--- src/rtl/pl_muldiv_ctrl_pkg.sv ---
// pl_muldiv_ctrl_pkg - op and state codes shared by the mul/div sequencer.
// This file also carries the pl_mips MD_OP_* / MD_ST_* defines, so it must be
// compiled ahead of the other rtl/ files.
// Optional feature macro (used by pl_muldiv_ctrl): PL_MULDIV_EARLY_OUT_EN.
`ifndef PL_MIPS_MD_DEFINES
`define PL_MIPS_MD_DEFINES
`define MD_OP_MULT  2'b00
`define MD_OP_MULTU 2'b01
`define MD_OP_DIV   2'b10
`define MD_OP_DIVU  2'b11
`define MD_ST_IDLE  2'b00
`define MD_ST_CALC  2'b01
`define MD_ST_FIX   2'b10
`endif

package pl_muldiv_ctrl_pkg;

  localparam logic [1:0] OP_MULT  = `MD_OP_MULT;
  localparam logic [1:0] OP_MULTU = `MD_OP_MULTU;
  localparam logic [1:0] OP_DIV   = `MD_OP_DIV;
  localparam logic [1:0] OP_DIVU  = `MD_OP_DIVU;

  typedef enum logic [1:0] {
    ST_IDLE = `MD_ST_IDLE,
    ST_CALC = `MD_ST_CALC,
    ST_FIX  = `MD_ST_FIX
  } md_state_e;

  // Bit 1 of the op code selects divide, bit 0 selects unsigned.
  function automatic logic op_is_div(input logic [1:0] op);
    return op[1];
  endfunction

  function automatic logic op_is_signed(input logic [1:0] op);
    return ~op[0];
  endfunction

endpackage

--- src/rtl/pl_muldiv_step.sv ---
// pl_muldiv_step - one combinational iteration of the mul/div datapath.
// Multiply: acc = {partial product, unconsumed multiplier bits}; add the
// multiplicand when the multiplier LSB is set, then shift right.
// Divide: acc = {partial remainder, unconsumed dividend bits}; shift left and
// subtract the divisor when it fits (restoring). The quotient bit is returned
// separately; acc_next leaves bit 0 clear for the caller to fill.
module pl_muldiv_step #(
  parameter int XLEN = 32
) (
  input  logic [2*XLEN-1:0] acc,
  input  logic [XLEN-1:0]   operand,
  input  logic              is_div,
  output logic [2*XLEN-1:0] acc_next,
  output logic              q_bit
);

  logic [XLEN:0]   mul_sum;
  logic [XLEN+1:0] trial;

  // Single shift-add or restoring-subtract step.
  always_comb begin
    // NOTE: every output gets a default first so no path leaves it unassigned
    // (an unassigned path in always_comb infers a latch).
    acc_next = '0;
    q_bit    = 1'b0;
    mul_sum  = {1'b0, acc[2*XLEN-1:XLEN]} + {1'b0, (acc[0] ? operand : '0)};
    trial    = {1'b0, acc[2*XLEN-1:XLEN-1]} - {2'b00, operand};
    if (is_div) begin
      q_bit    = ~trial[XLEN+1];
      acc_next = q_bit ? {trial[XLEN-1:0], acc[XLEN-2:0], 1'b0}
                       : {acc[2*XLEN-2:0], 1'b0};
    end else begin
      acc_next = {mul_sum, acc[XLEN-1:1]};
    end
  end

endmodule

--- src/rtl/pl_muldiv_ctrl.sv ---
// pl_muldiv_ctrl - iterative MULT/MULTU/DIV/DIVU sequencer owning HI/LO.
// IDLE -> CALC (XLEN steps) -> FIX (sign fix-up, HI/LO write) -> IDLE.
// Divide by zero finishes straight from IDLE with div_zero and no writeback.
// Optional macro PL_MULDIV_EARLY_OUT_EN: multiplies leave CALC as soon as the
// remaining multiplier bits are all zero.
module pl_muldiv_ctrl
  import pl_muldiv_ctrl_pkg::*;
#(
  parameter int XLEN  = 32,
  parameter int CNT_W = $clog2(XLEN)
) (
  input  logic            clk,
  input  logic            rst,
  input  logic            start,
  input  logic [1:0]      md_op,
  input  logic [XLEN-1:0] src_a,
  input  logic [XLEN-1:0] src_b,
  input  logic            flush,
  input  logic            hilo_rd,
  output logic [XLEN-1:0] hi,
  output logic [XLEN-1:0] lo,
  output logic            busy,
  output logic            done,
  output logic            div_zero,
  output logic            stall_req
);

  md_state_e         state_q, state_d;
  logic [CNT_W-1:0]  count_q;
  logic [2*XLEN-1:0] acc_q;
  logic [XLEN-1:0]   operand_q;
  logic              div_q;
  logic              neg_q;    // negate product / quotient at FIX
  logic              neg_r;    // negate remainder at FIX

  logic              op_div, op_signed, div_by_zero, calc_last, early_exit;
  logic [XLEN-1:0]   abs_a, abs_b;
  logic [2*XLEN-1:0] step_acc, acc_step, acc_calc, prod_fix;
  logic [XLEN-1:0]   quo_fix, rem_fix;
  logic              step_q;

  assign op_div      = op_is_div(md_op);
  assign op_signed   = op_is_signed(md_op);
  assign div_by_zero = op_div & (src_b == '0);
  assign abs_a       = (op_signed & src_a[XLEN-1]) ? -src_a : src_a;
  assign abs_b       = (op_signed & src_b[XLEN-1]) ? -src_b : src_b;
  assign calc_last   = (count_q == CNT_W'(XLEN - 1));

  pl_muldiv_step #(.XLEN(XLEN)) u_step (
    .acc      (acc_q),
    .operand  (operand_q),
    .is_div   (div_q),
    .acc_next (step_acc),
    .q_bit    (step_q)
  );

  // The step leaves bit 0 clear on divide; the quotient bit drops in there.
  assign acc_step = step_acc | {{(2*XLEN-1){1'b0}}, step_q};

`ifdef PL_MULDIV_EARLY_OUT_EN
  logic [CNT_W:0] bits_done;

  // After bits_done steps the unconsumed multiplier bits sit in
  // acc_step[XLEN-1-bits_done:0]; when they are zero the product is complete
  // and only needs shifting down by the steps that were skipped.
  assign bits_done  = {1'b0, count_q} + (CNT_W+1)'(1);
  assign early_exit = ~div_q & ((acc_step[XLEN-1:0] << bits_done) == '0);
  assign acc_calc   = early_exit ? (acc_step >> ((CNT_W+1)'(XLEN) - bits_done))
                                 : acc_step;
`else
  assign early_exit = 1'b0;
  assign acc_calc   = acc_step;
`endif

  assign prod_fix = neg_q ? -acc_q : acc_q;
  assign quo_fix  = neg_q ? -acc_q[XLEN-1:0] : acc_q[XLEN-1:0];
  assign rem_fix  = neg_r ? -acc_q[2*XLEN-1:XLEN] : acc_q[2*XLEN-1:XLEN];

  // State register.
  always_ff @(posedge clk or posedge rst) begin
    // NOTE: registers use non-blocking assignments so every flop samples the
    // pre-edge values regardless of statement order.
    if (rst) state_q <= ST_IDLE;
    else     state_q <= state_d;
  end

  // Next-state logic; flush returns to IDLE from anywhere and beats start.
  always_comb begin
    state_d = state_q;
    unique case (state_q)
      ST_IDLE: if (start && !flush && !div_by_zero) state_d = ST_CALC;
      ST_CALC: begin
        if (flush)                        state_d = ST_IDLE;
        else if (calc_last || early_exit) state_d = ST_FIX;
      end
      ST_FIX:  state_d = ST_IDLE;
      default: state_d = ST_IDLE;
    endcase
  end

  // Status outputs decoded from the current state.
  always_comb begin
    busy      = (state_q != ST_IDLE);
    stall_req = busy & (hilo_rd | start);
  end

  // Datapath: operand capture, iteration, fix-up and HI/LO writeback.
  always_ff @(posedge clk or posedge rst) begin
    if (rst) begin
      hi        <= '0;
      lo        <= '0;
      done      <= 1'b0;
      div_zero  <= 1'b0;
      count_q   <= '0;
      acc_q     <= '0;
      operand_q <= '0;
      div_q     <= 1'b0;
      neg_q     <= 1'b0;
      neg_r     <= 1'b0;
    end else begin
      done     <= 1'b0;
      div_zero <= 1'b0;
      unique case (state_q)
        ST_IDLE: begin
          if (start && !flush) begin
            if (div_by_zero) begin
              done     <= 1'b1;
              div_zero <= 1'b1;
            end else begin
              acc_q     <= {{XLEN{1'b0}}, (op_div ? abs_a : abs_b)};
              operand_q <= op_div ? abs_b : abs_a;
              div_q     <= op_div;
              neg_q     <= op_signed & (src_a[XLEN-1] ^ src_b[XLEN-1]);
              neg_r     <= op_signed & src_a[XLEN-1];
              count_q   <= '0;
            end
          end
        end
        ST_CALC: begin
          if (!flush) begin
            acc_q   <= acc_calc;
            count_q <= count_q + CNT_W'(1);
          end
        end
        ST_FIX: begin
          if (!flush) begin
            hi   <= div_q ? rem_fix : prod_fix[2*XLEN-1:XLEN];
            lo   <= div_q ? quo_fix : prod_fix[XLEN-1:0];
            done <= 1'b1;
          end
        end
        default: ;
      endcase
    end
  end

endmodule

--- config.mk ---
export PLATFORM = sky130hd
export DESIGN_NAME = pl_muldiv_ctrl
export DESIGN_NICKNAME = d
export VERILOG_FILES = /design/src/rtl/pl_muldiv_ctrl_pkg.sv /design/src/rtl/pl_muldiv_step.sv /design/src/rtl/pl_muldiv_ctrl.sv
export SDC_FILE = /design/constraint.sdc
export NUM_CORES = 1
export LEC_CHECK = 0
export BUFFER_PORTS_ARGS = -buffer_cell sky130_fd_sc_hd__buf_2
export CORE_MARGIN = 8
export CORE_UTILIZATION = 45
export DETAILED_ROUTE_END_ITERATION = 10
export GPL_TIMING_DRIVEN = 0
export SLEW_MARGIN = 5
export SYNTH_ARGS = -nofsm -noshare
export SYNTH_HDL_FRONTEND = slang
export SYNTH_SLANG_ARGS = --single-unit
export TNS_END_PERCENT = 1
--- constraint.sdc ---
create_clock -name clk -period 8.4 [get_ports clk]
set_clock_uncertainty 0.2 [all_clocks]
set_input_delay 1.68 -clock clk [delete_from_list [all_inputs] [get_ports clk]]
set_output_delay 1.68 -clock clk [all_outputs]
set_load 0.01 [all_outputs]
# Word-level counts from Yosys, hierarchy flattened
# Index checks and enable logic that the tools add are counted.
[word_totals]
register_bits = 172
input_bits = 71
word_cells = 81
[classes]
add_sub_neg = 8
eq_ne = 8
mux = 30
bitwise_logic = 12
n_reduce_logical = 12
[ops]
columns = ["cell", "n"]
rows = [
  ["two-way mux 64 bit", 6],
  ["two-way mux 32 bit", 9],
  ["negator 32 bit", 4],
  ["case mux 64 bit (2 select lines)", 1],
  ["negator 64 bit", 1],
  ["bitwise OR 64 x 1 -> 64 bit", 1],
  ["subtractor 33 x 32 -> 34 bit", 1],
  ["adder 32 x 32 -> 33 bit", 1],
  ["zero test 32 bit", 1],
  ["two-way mux 5 bit", 3],
  ["case mux 5 bit (2 select lines)", 1],
  ["inequality test 2 bit (second input constant)", 4],
  ["two-way mux 2 bit", 3],
  ["adder 5 x 1 -> 5 bit (second input constant)", 1],
  ["bitwise AND 1 bit", 5],
  ["== test 5 bit (second input constant)", 1],
  ["two-way mux 1 bit", 5],
  ["NOT 1 bit", 4],
  ["case mux 2 bit (2 select lines)", 1],
  ["AND reduction 2 bit", 2],
  ["AND reduction 4 bit", 1],
  ["nonzero test 2 bit", 2],
  ["inequality test 3 bit (second input constant)", 1],
  ["AND reduction 3 bit", 1],
  ["8 further kinds", 10],
]

# Depth between registers and ports, before layout
[depth]
word_depth = 7
depth_mapped = 14
depth_no_buf = 13

# Modules after synthesis
# Synthesis repeated with hierarchy kept, for this count alone.
[hier_totals]
cells_unflattened = 1930
hier_area_um2 = 15162.0
[by_module_without_submodules]
columns = ["mod", "instances", "cells_per_inst", "area_each_um2", "seq_area_each_um2"]
rows = [
  ["pl_muldiv_ctrl", 1, 1255, 10396.2, 4304.1],
  ["pl_muldiv_step", 1, 675, 4765.8, 0.0],
]

# Least setup slack after synthesis
# Ideal clock, no wire load.
[synth_path]
kind = "input -> register"
from = "in src_b[18]"
to = "reg acc_q[1]"
setup_time_ns = 0.125
t_arrival_ns = 4.263
setup_slack_ns = 3.813
path_stages = 10
path_buffers = 3
path_cell_list = "or4_1 > or3_1 > or3_1 > clkbuf_1 > or3_1 > a21oi_1 > or3_2 > buf_6 > buf_4 > mux2_2"
[synth_via]
elab_chain_len = 4
[synth_rtl]
columns = ["item", "line_no", "source"]
rows = [
  ["start: declaration", "pl_muldiv_ctrl.sv:17", "input logic [XLEN-1:0] src_b,"],
  ["zero test 32 bit", "pl_muldiv_ctrl.sv:44", "assign div_by_zero = op_div & (src_b == '0);"],
  ["bitwise AND 1 bit", "pl_muldiv_ctrl.sv:44", ""],
  ["inequality test 2 bit (no source line)", "--", ""],
  ["AND reduction 4 bit (no source line)", "--", ""],
  ["end signal: assignment", "pl_muldiv_ctrl.sv:130", "acc_q <= {{XLEN{1'b0}}, (op_div ? abs_a : abs_b)};"],
  ["end signal: assignment", "pl_muldiv_ctrl.sv:141", "acc_q <= acc_calc;"],
  ["end: declaration", "pl_muldiv_ctrl.sv:30", "logic [2*XLEN-1:0] acc_q;"],
]
# No other way between the ends.
# A chain may end at the register's enable or synchronous reset.

# Final worst setup path
[layout_path]
from = "reg acc_q[32]"
to = "reg acc_q[47]"
[layout_via]
elab_chain_len = 6
elab_cells_between_ends = 7
[layout_rtl]
columns = ["item", "line_no", "source"]
rows = [
  ["subtractor 33 x 32 -> 34 bit", "pl_muldiv_step.sv:27", "trial = {1'b0, acc[2*XLEN-1:XLEN-1]} - {2'b00, operand};"],
  ["two-way mux 64 bit", "pl_muldiv_step.sv:30", "acc_next = q_bit ? {trial[XLEN-1:0], acc[XLEN-2:0], 1'b0}"],
  ["two-way mux 64 bit (*)", "pl_muldiv_step.sv:28", "if (is_div) begin"],
  ["bitwise OR 64 x 1 -> 64 bit (*)", "pl_muldiv_ctrl.sv:58", "assign acc_step = step_acc | {{(2*XLEN-1){1'b0}}, step_q};"],
  ["two-way mux 64 bit (*)", "pl_muldiv_ctrl.sv:140", "if (!flush) begin"],
  ["case mux 64 bit (2 select lines) (*)", "pl_muldiv_ctrl.sv:123", "unique case (state_q)"],
]
# Mark *: on every way between the ends. The rest lies on a longest branch, timed or not. The select of a mux whose other input is x is not followed.

==> impl_metrics.yaml <==
final_layout:
  area_growth_syn_to_layout_pct: 12.73
  fin_area_mm2: 0.01582
  fin_cells: 2352
  diodes: 0
  layout.nets: 2087
  drive_above_1_share: 0.1109
  fillCellCount: 3071
power:
  powerDensity_mw_per_mm2: 305.2
  peakVddDrop_mv: 0.1815
  power.leakage_uw: 0.007255
  finalPower_uw: 4827
logic_synthesis:
  yosys.area.top_type_share: 0.3068
  syn_area_mm2: 0.01403
  yosys-top-cells-count: "nand2_1 (228), o21ai_0 (224), nor2_1 (176)"
  yosysTopAreaCell: "dfrtp_1"
  synthFlopType: "dfrtp_1"
  ys_seq_area_frac: 0.3068
  synthTopCellsByArea: "dfrtp_1 (31%), o21ai_0 (8.0%), ha_1 (6.2%)"
  synth_edf_count: 0
  synth_area_per_cell_um2: 7.855
  synth_nets: 1929
  yosys_warnings: 0
  synthMostInstantiatedCell: "nand2_1"
  ys_seq_elements: 172
  async_flop_share: 1.000
  yosysUniqueCellTypes: 80
  synth_cells: 1786
timing:
  max_slew.worst_pin.slew_ns: 1.067
  relSlewSlack: 0.2829
  fmax_mhz: 190.5
  finalHoldViolCount: 0
  rsz0062_at_grt: "no"
  period_share: 0.6249
  fin_crit_ns: 5.249
  setup_violations: 0
  slew_viol_final: 0
route:
  wl_met1_um: 22920
  wl_met3_um: 4043
  drt_iter0_drc: 1146
  firstDrtPassIters: 5
  vias: 13870
  vias_per_cell: 5.895
  wirelength_um: 49080
  detail-route-antenna-nets: 0
  drcViolationCount: 0
  highest_layer: "met5"
  dr_wl_met2_um: 21040
  wire_per_inst_um: 20.87
setup_path:
  setup.worst_path.start_class: "flip-flop"
  cp.required_ns: 8.53
  critical_path_arrival_ns: 5.37
  critPathCaptureType: "flip-flop"
  crit_path_max_fanout: 10
  path_class: "reg -> reg"
clock_tree:
  cts.sinks: 172
  cts_tree: "built"
  cts_root_buffer: "clkbuf_16"
  ctsResizeCount: 0
  hold_buffers: 0
  cts.clk_slew.worst_paths_ns: 0.08
  numCtsBuffers: 17
  htree_levels: 4
  cts_buffer_depth: 2
  cts_setup_buffers: 0
  clk-insertion-delay-late_ns: 0.45
floorplanning:
  io_pins: 139
  dieArea_mm2: 0.03708
  die_y_um: 192.6
  die_w_um: 192.6
  num_rows: 64
  core_area_mm2: 0.03067
  start_util: 0.4574
grt:
  grt_pass1_wl_um: 75020
  gr-total-overflow: 0
  grt_usage: 0.2608
  grt_max_degree: 96
  antenna_found_initial: 1
  grt_pass1_vias: 12910
flow_run:
  maxCapViolCount: 0
placement:
  postPlaceCellArea_mm2: 0.01525
  hpwl_um: 39120
  portBuffers: 138
  gp_congestion: 0.9515
  dp.cells: 2321
outcome:
  outcome: "finished clean"
min_path:
  min_path_type: "reg -> reg"
[registers in the layout, summed over array words and instances, names as in the netlist]
name	count
acc_q	64
hi	32
lo	32
operand_q	32
count_q	5
state_q	2
div_q	1
div_zero	1
done	1
neg_q	1
neg_r	1
[where the power goes]
part / switching, µW / leakage, µW / internal (µW)
registers: 295 / 0.00228 / 971
clock network: 394 / 0.000274 / 399
logic: 1710 / 0.00470 / 1060
[worst paths after layout]
kind | from | endpoint | slack [ns] | cells past startpoint
worst min-delay path | lo[26] | lo[26] | 0.27 | 2
max in group asynchronous | rst | acc_q[37] | 6.05 | 3
worst max register to register | acc_q[32] | acc_q[47] | 3.15 | 11
worst max-delay path | acc_q[32] | acc_q[47] | 3.15 | 11
worst min register to register | lo[26] | lo[26] | 0.27 | 2
min in group asynchronous | rst | lo[15] | 1.08 | 2
[metal layers]
metal | global-route usage | up-vias
met4 | 0.07109 | 2
met2 | 0.3892 | 518
li1 | - | 6692
met1 | 0.3778 | 6594
met3 | 0.05078 | 60
met5 | 0 | -
[through the flow]
stage               hold WS [ns]  setup slack (ns)  utilization  TNS, ns
finish                    0.2722             3.151       0.5157        0
global route              0.2961             3.066       0.5157        0
CTS                       0.2802             3.280       0.5157        0
detailed placement        0.2648             3.242       0.4973        0
global placement          0.2587           -0.1824       0.4961   -26.48
floorplan                 0.2498             1.860            -        0
[cell usage in the layout, fill, tap and decap left out, types with 10 or more instances in the layout]
cell	instances
clkbuf_1	84
xnor2_1	82
nor2_1	176
mux2i_1	40
o31ai_1	26
nor3_1	24
nand3_1	21
dfrtp_1	172
a31oi_1	19
nand2_1	228
xor2_1	96
o41ai_1	13
nand2b_1	12
buf_2	146
or3_1	15
inv_1	56
o21ai_0	224
clkbuf_16	17
o211ai_1	11
a221o_1	15
or4_1	14
a21oi_1	158
ha_1	70
nor2b_1	10
nor4_1	12
and2_1	11
a21o_1	39
[area by class of cell]
cell class                 instances  area (µm²)  area share
tap                              396       495.5     0.03133
inverter                          58       225.2     0.01424
multi-input combinational       1454        9085      0.5744
clock buffer                      18       439.2     0.02777
buffer                           102       422.9     0.02674
sequential                       172        4304      0.2722
clock inverter                    13       125.1    0.007911
timing repair buffer             139       718.2     0.04541
[cell families (layout without fill, tap and decap cells)]
family,Yosys count,count (layout),share of synthesized area
compound gates,583,583,0.2498
simple gates,574,574,0.1872
xor+xnor,178,178,0.1111
flops,172,172,0.3068
buf+inv,160,330,0.04566
fa+ha+maj,72,72,0.06528
mux,47,47,0.03416
[critical path, stage by stage (launching register included)]
cell and delay (ns):
dfrtp_1 0.65, ha_1 0.31, nor2b_1 0.14, o2111ai_1 0.24, a21oi_1 0.15, o31ai_1 0.90, o22ai_1 0.37, a221oi_1 0.43
clkbuf_1 0.47, clkbuf_1 0.53, o21ai_0 0.34, a221o_1 0.38
Power figures use the tool's default switching activity.
